==> config.mk <==
export PLATFORM = sky130hd
export DESIGN_NAME = riscv_mult_seq
export DESIGN_NICKNAME = d
export VERILOG_FILES = /design/src/rtl/riscv_mult_seq_pkg.sv /design/src/rtl/riscv_mult_seq_pp.sv /design/src/rtl/riscv_mult_seq.sv
export SDC_FILE = /design/constraint.sdc
export NUM_CORES = 1
export LEC_CHECK = 0
export ABC_AREA = 0
export ABC_CLOCK_PERIOD_IN_PS = 19000
export CELL_PAD_IN_SITES_DETAIL_PLACEMENT = 1
export CELL_PAD_IN_SITES_GLOBAL_PLACEMENT = 2
export CORE_ASPECT_RATIO = 1.1
export CORE_MARGIN = 4
export CORE_UTILIZATION = 30
export CTS_CLUSTER_SIZE = 28
export DETAILED_ROUTE_END_ITERATION = 10
export GPL_TIMING_DRIVEN = 1
export PLACE_DENSITY_LB_ADDON = 0.2
export SYNTH_ARGS = -nofsm -noshare
export SYNTH_HDL_FRONTEND = slang
export SYNTH_HIERARCHICAL = 1
export SYNTH_SLANG_ARGS = --single-unit
==> constraint.sdc <==
create_clock -name clk -period 19 [get_ports clk]
set_clock_uncertainty 0.05 [all_clocks]
set_input_delay 2.85 -clock clk [delete_from_list [all_inputs] [get_ports clk]]
set_output_delay 2.85 -clock clk [all_outputs]
set_load 0.02 [all_outputs]
==> src/rtl/riscv_mult_seq_pkg.sv <==
// -----------------------------------------------------------------------------
// riscv_mult_seq_pkg
// Shared types for the iterative multiplier/MAC:
//   mseq_op_t    - operation select (low half, high half, low half of a*b+c)
//   mseq_state_t - sequencer state
//   cnt_width()  - width of a chunk index counter (at least one bit)
//   norm_op()    - maps the unused operator encoding onto MSEQ_MUL
// -----------------------------------------------------------------------------
package riscv_mult_seq_pkg;

  typedef enum logic [1:0] {
    MSEQ_MUL  = 2'd0,
    MSEQ_MULH = 2'd1,
    MSEQ_MAC  = 2'd2
  } mseq_op_t;

  typedef enum logic [1:0] {
    MSEQ_IDLE = 2'd0,
    MSEQ_BUSY = 2'd1,
    MSEQ_DONE = 2'd2
  } mseq_state_t;

  function automatic int unsigned cnt_width(input int unsigned nc);
    return (nc > 1) ? $clog2(nc) : 1;
  endfunction

  // Encoding 3 has no operation of its own and behaves as a plain MUL.
  function automatic mseq_op_t norm_op(input logic [1:0] op);
    case (op)
      2'd1:    return MSEQ_MULH;
      2'd2:    return MSEQ_MAC;
      default: return MSEQ_MUL;
    endcase
  endfunction

endpackage

==> src/rtl/riscv_mult_seq_pp.sv <==
// -----------------------------------------------------------------------------
// riscv_mult_seq_pp
// Combinational chunk multiplier. Each CHUNK-bit slice is widened by one bit:
// the slice MSB when the caller marks the slice as the signed top chunk of its
// operand, zero otherwise. The two (CHUNK+1)-bit values are multiplied signed.
// Ports:
//   a_i, b_i        in   CHUNK      operand slices
//   a_sext_i        in   1          a slice is the top chunk of a signed operand
//   b_sext_i        in   1          b slice is the top chunk of a signed operand
//   pp_o            out  2*CHUNK+2  signed partial product
// -----------------------------------------------------------------------------
module riscv_mult_seq_pp
  import riscv_mult_seq_pkg::*;
#(
  parameter int unsigned CHUNK = 16
) (
  input  logic [CHUNK-1:0]          a_i,
  input  logic [CHUNK-1:0]          b_i,
  input  logic                      a_sext_i,
  input  logic                      b_sext_i,
  output logic signed [2*CHUNK+1:0] pp_o
);

  logic signed [CHUNK:0] a_ext;
  logic signed [CHUNK:0] b_ext;

  assign a_ext = $signed({a_sext_i & a_i[CHUNK-1], a_i});
  assign b_ext = $signed({b_sext_i & b_i[CHUNK-1], b_i});

  // Widen both factors first so the product is formed at full result width.
  assign pp_o = (2*CHUNK+2)'(a_ext) * (2*CHUNK+2)'(b_ext);

endmodule

==> src/rtl/riscv_mult_seq.sv <==
// -----------------------------------------------------------------------------
// riscv_mult_seq
// Iterative WIDTH x WIDTH multiplier / MAC. One CHUNK x CHUNK partial product
// per cycle is added into a 2*WIDTH accumulator, walking chunk pairs (i,j)
// i-major, j ascending. Low-half operations skip pairs with i+j >= NC because
// those only land above bit WIDTH-1.
// Ports:
//   clk          in   1      clock
//   rst          in   1      synchronous reset, active-high (beats flush_i)
//   flush_i      in   1      abort the operation in flight, discard results
//   in_valid_i   in   1      request
//   in_ready_o   out  1      idle, request can be accepted
//   operator_i   in   2      MSEQ_MUL / MSEQ_MULH / MSEQ_MAC
//   signed_i     in   2      bit0: op_a signed, bit1: op_b signed
//   op_a_i       in   WIDTH  multiplicand
//   op_b_i       in   WIDTH  multiplier
//   op_c_i       in   WIDTH  addend for MSEQ_MAC
//   out_valid_o  out  1      result available (held until out_ready_i)
//   out_ready_i  in   1      consumer takes the result
//   result_o     out  WIDTH  registered result
//   busy_o       out  1      operation in flight or result pending
// -----------------------------------------------------------------------------
module riscv_mult_seq
  import riscv_mult_seq_pkg::*;
#(
  parameter int unsigned WIDTH = 32,
  parameter int unsigned CHUNK = 16
) (
  input  logic             clk,
  input  logic             rst,
  input  logic             flush_i,
  input  logic             in_valid_i,
  output logic             in_ready_o,
  input  mseq_op_t         operator_i,
  input  logic [1:0]       signed_i,
  input  logic [WIDTH-1:0] op_a_i,
  input  logic [WIDTH-1:0] op_b_i,
  input  logic [WIDTH-1:0] op_c_i,
  output logic             out_valid_o,
  input  logic             out_ready_i,
  output logic [WIDTH-1:0] result_o,
  output logic             busy_o
);

  localparam int unsigned NC = WIDTH / CHUNK;
  localparam int unsigned CW = cnt_width(NC);
  localparam int unsigned AW = 2 * WIDTH;
  localparam int unsigned SW = $clog2(AW);
  localparam logic [CW-1:0] LAST_IDX = CW'(NC - 1);

  mseq_state_t      state_q, state_d;
  mseq_op_t         op_q, op_d;
  logic [1:0]       sgn_q, sgn_d;
  logic [WIDTH-1:0] a_q, a_d;
  logic [WIDTH-1:0] b_q, b_d;
  logic [AW-1:0]    acc_q, acc_d;
  logic [CW-1:0]    i_q, i_d;
  logic [CW-1:0]    j_q, j_d;
  logic [WIDTH-1:0] result_q, result_d;

  logic [CHUNK-1:0]          a_chunk, b_chunk;
  logic signed [2*CHUNK+1:0] pp;
  logic [AW-1:0]             pp_ext;
  logic [SW-1:0]             shamt;
  logic [AW-1:0]             acc_step;
  logic                      op_hi;
  logic                      row_end;

  // ---------------------------------------------------------------------------
  // Datapath: current chunk pair -> shifted partial product -> accumulator sum
  // ---------------------------------------------------------------------------
  assign a_chunk = a_q[32'(i_q) * CHUNK +: CHUNK];
  assign b_chunk = b_q[32'(j_q) * CHUNK +: CHUNK];

  riscv_mult_seq_pp #(
    .CHUNK (CHUNK)
  ) u_pp (
    .a_i      (a_chunk),
    .b_i      (b_chunk),
    .a_sext_i (sgn_q[0] & (i_q == LAST_IDX)),
    .b_sext_i (sgn_q[1] & (j_q == LAST_IDX)),
    .pp_o     (pp)
  );

  // Signed cast sign-extends for NC>1; for NC=1 it truncates, which is still
  // exact because the accumulator wraps modulo 2^(2*WIDTH).
  assign pp_ext   = AW'(pp);
  assign shamt    = SW'((32'(i_q) + 32'(j_q)) * CHUNK);
  assign acc_step = acc_q + (pp_ext << shamt);

  assign op_hi = (op_q == MSEQ_MULH);
  // Last j of the current row: full row for MULH, triangle (i+j = NC-1) else.
  assign row_end = op_hi ? (j_q == LAST_IDX)
                         : ((32'(i_q) + 32'(j_q)) == (NC - 1));

  // ---------------------------------------------------------------------------
  // Next-state logic
  // ---------------------------------------------------------------------------
  // NOTE: every _d gets its hold value first, so no path through the case
  // statement leaves a signal unassigned and no latch is inferred.
  always_comb begin
    state_d  = state_q;
    op_d     = op_q;
    sgn_d    = sgn_q;
    a_d      = a_q;
    b_d      = b_q;
    acc_d    = acc_q;
    i_d      = i_q;
    j_d      = j_q;
    result_d = result_q;

    case (state_q)
      MSEQ_IDLE: begin
        if (in_valid_i) begin
          state_d = MSEQ_BUSY;
          op_d    = norm_op(operator_i);
          sgn_d   = signed_i;
          a_d     = op_a_i;
          b_d     = op_b_i;
          acc_d   = (norm_op(operator_i) == MSEQ_MAC) ? {{WIDTH{1'b0}}, op_c_i}
                                                       : '0;
          i_d     = '0;
          j_d     = '0;
        end
      end

      MSEQ_BUSY: begin
        acc_d = acc_step;
        if (row_end) begin
          j_d = '0;
          if (i_q == LAST_IDX) begin
            state_d  = MSEQ_DONE;
            i_d      = '0;
            result_d = op_hi ? acc_step[AW-1:WIDTH] : acc_step[WIDTH-1:0];
          end else begin
            i_d = i_q + 1'b1;
          end
        end else begin
          j_d = j_q + 1'b1;
        end
      end

      MSEQ_DONE: begin
        if (out_ready_i) state_d = MSEQ_IDLE;
      end

      default: state_d = MSEQ_IDLE;
    endcase

    // Flush overrides any transition; a finished result is dropped as well.
    if (flush_i) begin
      state_d  = MSEQ_IDLE;
      acc_d    = '0;
      i_d      = '0;
      j_d      = '0;
      result_d = '0;
    end
  end

  // ---------------------------------------------------------------------------
  // State registers
  // ---------------------------------------------------------------------------
  // NOTE: non-blocking assignments only, so every register samples the values
  // from before this edge regardless of statement order.
  always_ff @(posedge clk) begin
    if (rst) begin
      // NOTE: operand registers are reset along with the control state so a
      // reset unit holds no stale operand data; there is no memory array here.
      state_q  <= MSEQ_IDLE;
      op_q     <= MSEQ_MUL;
      sgn_q    <= '0;
      a_q      <= '0;
      b_q      <= '0;
      acc_q    <= '0;
      i_q      <= '0;
      j_q      <= '0;
      result_q <= '0;
    end else begin
      state_q  <= state_d;
      op_q     <= op_d;
      sgn_q    <= sgn_d;
      a_q      <= a_d;
      b_q      <= b_d;
      acc_q    <= acc_d;
      i_q      <= i_d;
      j_q      <= j_d;
      result_q <= result_d;
    end
  end

  assign in_ready_o  = (state_q == MSEQ_IDLE);
  assign out_valid_o = (state_q == MSEQ_DONE);
  assign busy_o      = (state_q != MSEQ_IDLE);
  assign result_o    = result_q;

endmodule

==> results.sh <==
export IMPL_post_cts_resized=0
export IMPL_worst_ep_required_time_ps=19380
export IMPL_synth_cells=2636
export IMPL_max_cap_viol_count=0
export IMPL_n_antenna_cell=0
export IMPL_rsz0062_at_grt="no"
export IMPL_gp_congestion=0.862
export IMPL_port_buffers=139
export IMPL_synth_warning_count=6
export IMPL_cp_max_fo=23
export IMPL_p_leak_nw=11.4
export IMPL_clkLatencyLatePin_ps=490
export IMPL_hpwl_um=65500
export IMPL_viasPerCell=5.10
export IMPL_cts_setup_buffers=0
export IMPL_instances_no_fill=3637
export IMPL_ioPinCount=140
export IMPL_die_y_um=293
export IMPL_final_core_util=0.341
export IMPL_ctsLongestPathBuffers=2
export IMPL_synth_flop_cell="dfxtp_1"
export IMPL_root_buffer="clkbuf_16"
export IMPL_syn_to_final_growth_pct=12.7
export IMPL_routed_wl_um=80200
export IMPL_synth_fp_nets=3189
export IMPL_ant_nets=0
export IMPL_wire_per_inst_um=22.1
export IMPL_r2r_start="i_q"
export IMPL_min_period_ps=11450
export IMPL_hold_class="reg2reg"
export IMPL_min_to="b_q[9]"
export IMPL_whs_path_depth=2
export IMPL_hold_viol=0
export IMPL_track_usage=0.210
export IMPL_synth_area_leader_cell="fa_1"
export IMPL_via_count=18500
export IMPL_reg2reg_to="result_o[19]"
export IMPL_antenna_found_initial=1
export IMPL_slowest_delay_ps=990
export IMPL_overflow=0
export IMPL_dp_cells=3605
export IMPL_synth_area_leaders="fa_1 27%, dfxtp_1 15%, ha_1 8.5%, nand2_1 6.4%, inv_1 5.6%"
export IMPL_clk_transition_reported_paths_ps=70
export IMPL_fillers=8629
export IMPL_report_final_slew_viol_count=0
export IMPL_grt_max_degree=73
export IMPL_yosysSeqAreaShare=0.152
export IMPL_reg2regPathDepth=33
export IMPL_synth_distinct_cells=89
export IMPL_rows=104
export IMPL_critical_path_slowest_cell="dfxtp_1"
export IMPL_vdd_drop_max_mv=0.0454
export IMPL_synth_top_area_frac=0.269
export IMPL_critical_path_class="reg2reg"
export IMPL_drcViolationCount=0
export IMPL_synth_most_common_cell="nand2_1"
export IMPL_startpoint_type="flop"
export IMPL_grt_pass1_wl_um=127000
export IMPL_power_density_nw_per_um2=44.0
export IMPL_cts_buffers=17
export IMPL_arrival_ps=11820
export IMPL_synth_common_cells="375 x nand2_1, 329 x inv_1, 297 x fa_1"
export IMPL_cp_startpoint="i_q"
export IMPL_cts_htree_levels=4
export IMPL_synth_seq_cells=168
export IMPL_hp_start="b_q[9]"
export IMPL_fmax_ghz=0.0874
export IMPL_dieWidth_um=267
export IMPL_dieArea_um2=78200
export IMPL_endpoint_kind="flop"
export IMPL_finalNetCount=3223
export IMPL_synth_edff_count=0
export IMPL_async_flop_share=0
export IMPL_drive_gt1_frac=0.0559
export IMPL_avgSynthCellArea_um2=8.39
export IMPL_drtIter0Drc=922
export IMPL_slew_headroom=0.205
export IMPL_synth_area_um2=22100
export IMPL_coreArea_um2=73100
export IMPL_status="finished clean"
export IMPL_grt_pass1_vias=20900
export IMPL_reg2reg_slack_ps=7550
export IMPL_final_setup_viol_count=0
export IMPL_timing_final_crit_share=0.602
export IMPL_dr_pass1_iters=5
export IMPL_clock_sinks=168
export IMPL_tritoncts="built"
export IMPL_cts_hold_buf=0
export IMPL_tns_ps=0
export IMPL_worst_pin_slew_ps=1190
export IMPL_start_util=0.303
export IMPL_cpMostUsedCell="fa_1"
-- worst max path at each step --
stage	to
final	result_o[19]
after global routing	result_o[30]
after CTS	result_o[19]
after detailed placement	result_o[19]
after global placement	result_o[19]
after floorplan	result_o[30]
-- area by class of cell --
type / count / area (µm²) / share of cell area
clock inverter: 11 / 135 / 0.00542
sequential: 168 / 3360 / 0.135
multi-input combinational: 1999 / 17000 / 0.683
tap: 954 / 1190 / 0.0479
timing repair buffer: 155 / 1510 / 0.0604
inverter: 329 / 1230 / 0.0495
clock buffer: 21 / 480 / 0.0193
-- layout by cell type (no fill, tap or decap), drive strengths merged, types with 44 or more instances in the layout --
cell type | netlist | routed
a21o | 44 | 44
a21oi | 241 | 241
and2 | 159 | 159
clkdlybuf4s50 | 0 | 138
dfxtp | 168 | 168
fa | 297 | 297
ha | 151 | 151
inv | 329 | 332
nand2 | 379 | 379
nor2 | 128 | 128
o21ai | 109 | 109
xnor2 | 58 | 58
-- critical path: cells and delay by family (launching register included) --
family	cells	cell delay, ps
AO/OA/AOI/OAI	12	2350
XOR/XNOR	2	480
adder cells (fa/ha/maj)	8	4090
buffers and inverters	3	400
flip-flops	1	990
multiplexers	1	620
AND/OR/NAND/NOR	7	2400
-- metrics by stage --
step                power (mW)  instance area (µm²)  hold WS, ps  worst slack [ps]
floorplan                0.579                22100          377              9220
global placement         0.718                24300          389              7640
detailed placement       0.720                24300          398              7480
CTS                       1.11                24900          407              7390
global route              1.15                24900          423              6830
finish                    1.10                24900          404              7550
-- registers in the layout, summed over array words and instances, names as in the netlist --
| register | cells |
|---|---|
| b_q | 32 |
| i_q | 1 |
| j_q | 1 |
| acc_q | 64 |
| result_o | 32 |
| sgn_q | 2 |
| state_q | 2 |
| op_q | 2 |
| a_q | 32 |
-- metal layers --
layer | GRT usage | up-vias | share of wire
li1 | - | 8758 | -
met4 | 0.0733 | 0 | 0.034
met3 | 0.0233 | 104 | 0.021
met5 | 0 | - | 0
met2 | 0.382 | 244 | 0.52
met1 | 0.257 | 9439 | 0.43
-- logic make-up after synthesis --
| logic type | Yosys count | share of synthesized area |
|---|---|---|
| AO/OA/AOI/OAI | 596 | 0.179 |
| XOR/XNOR | 93 | 0.0368 |
| adder cells (fa/ha/maj) | 448 | 0.354 |
| AND/OR/NAND/NOR | 808 | 0.172 |
| multiplexers | 54 | 0.0263 |
| flip-flops | 168 | 0.152 |
| buffers and inverters | 469 | 0.0800 |
-- where the power goes --
group	switching [mW]	internal [mW]	total [mW]
logic	0.225	0.116	0.342
registers	0.00609	0.363	0.369
clock network	0.176	0.210	0.386
Power figures use the tool's default switching activity.
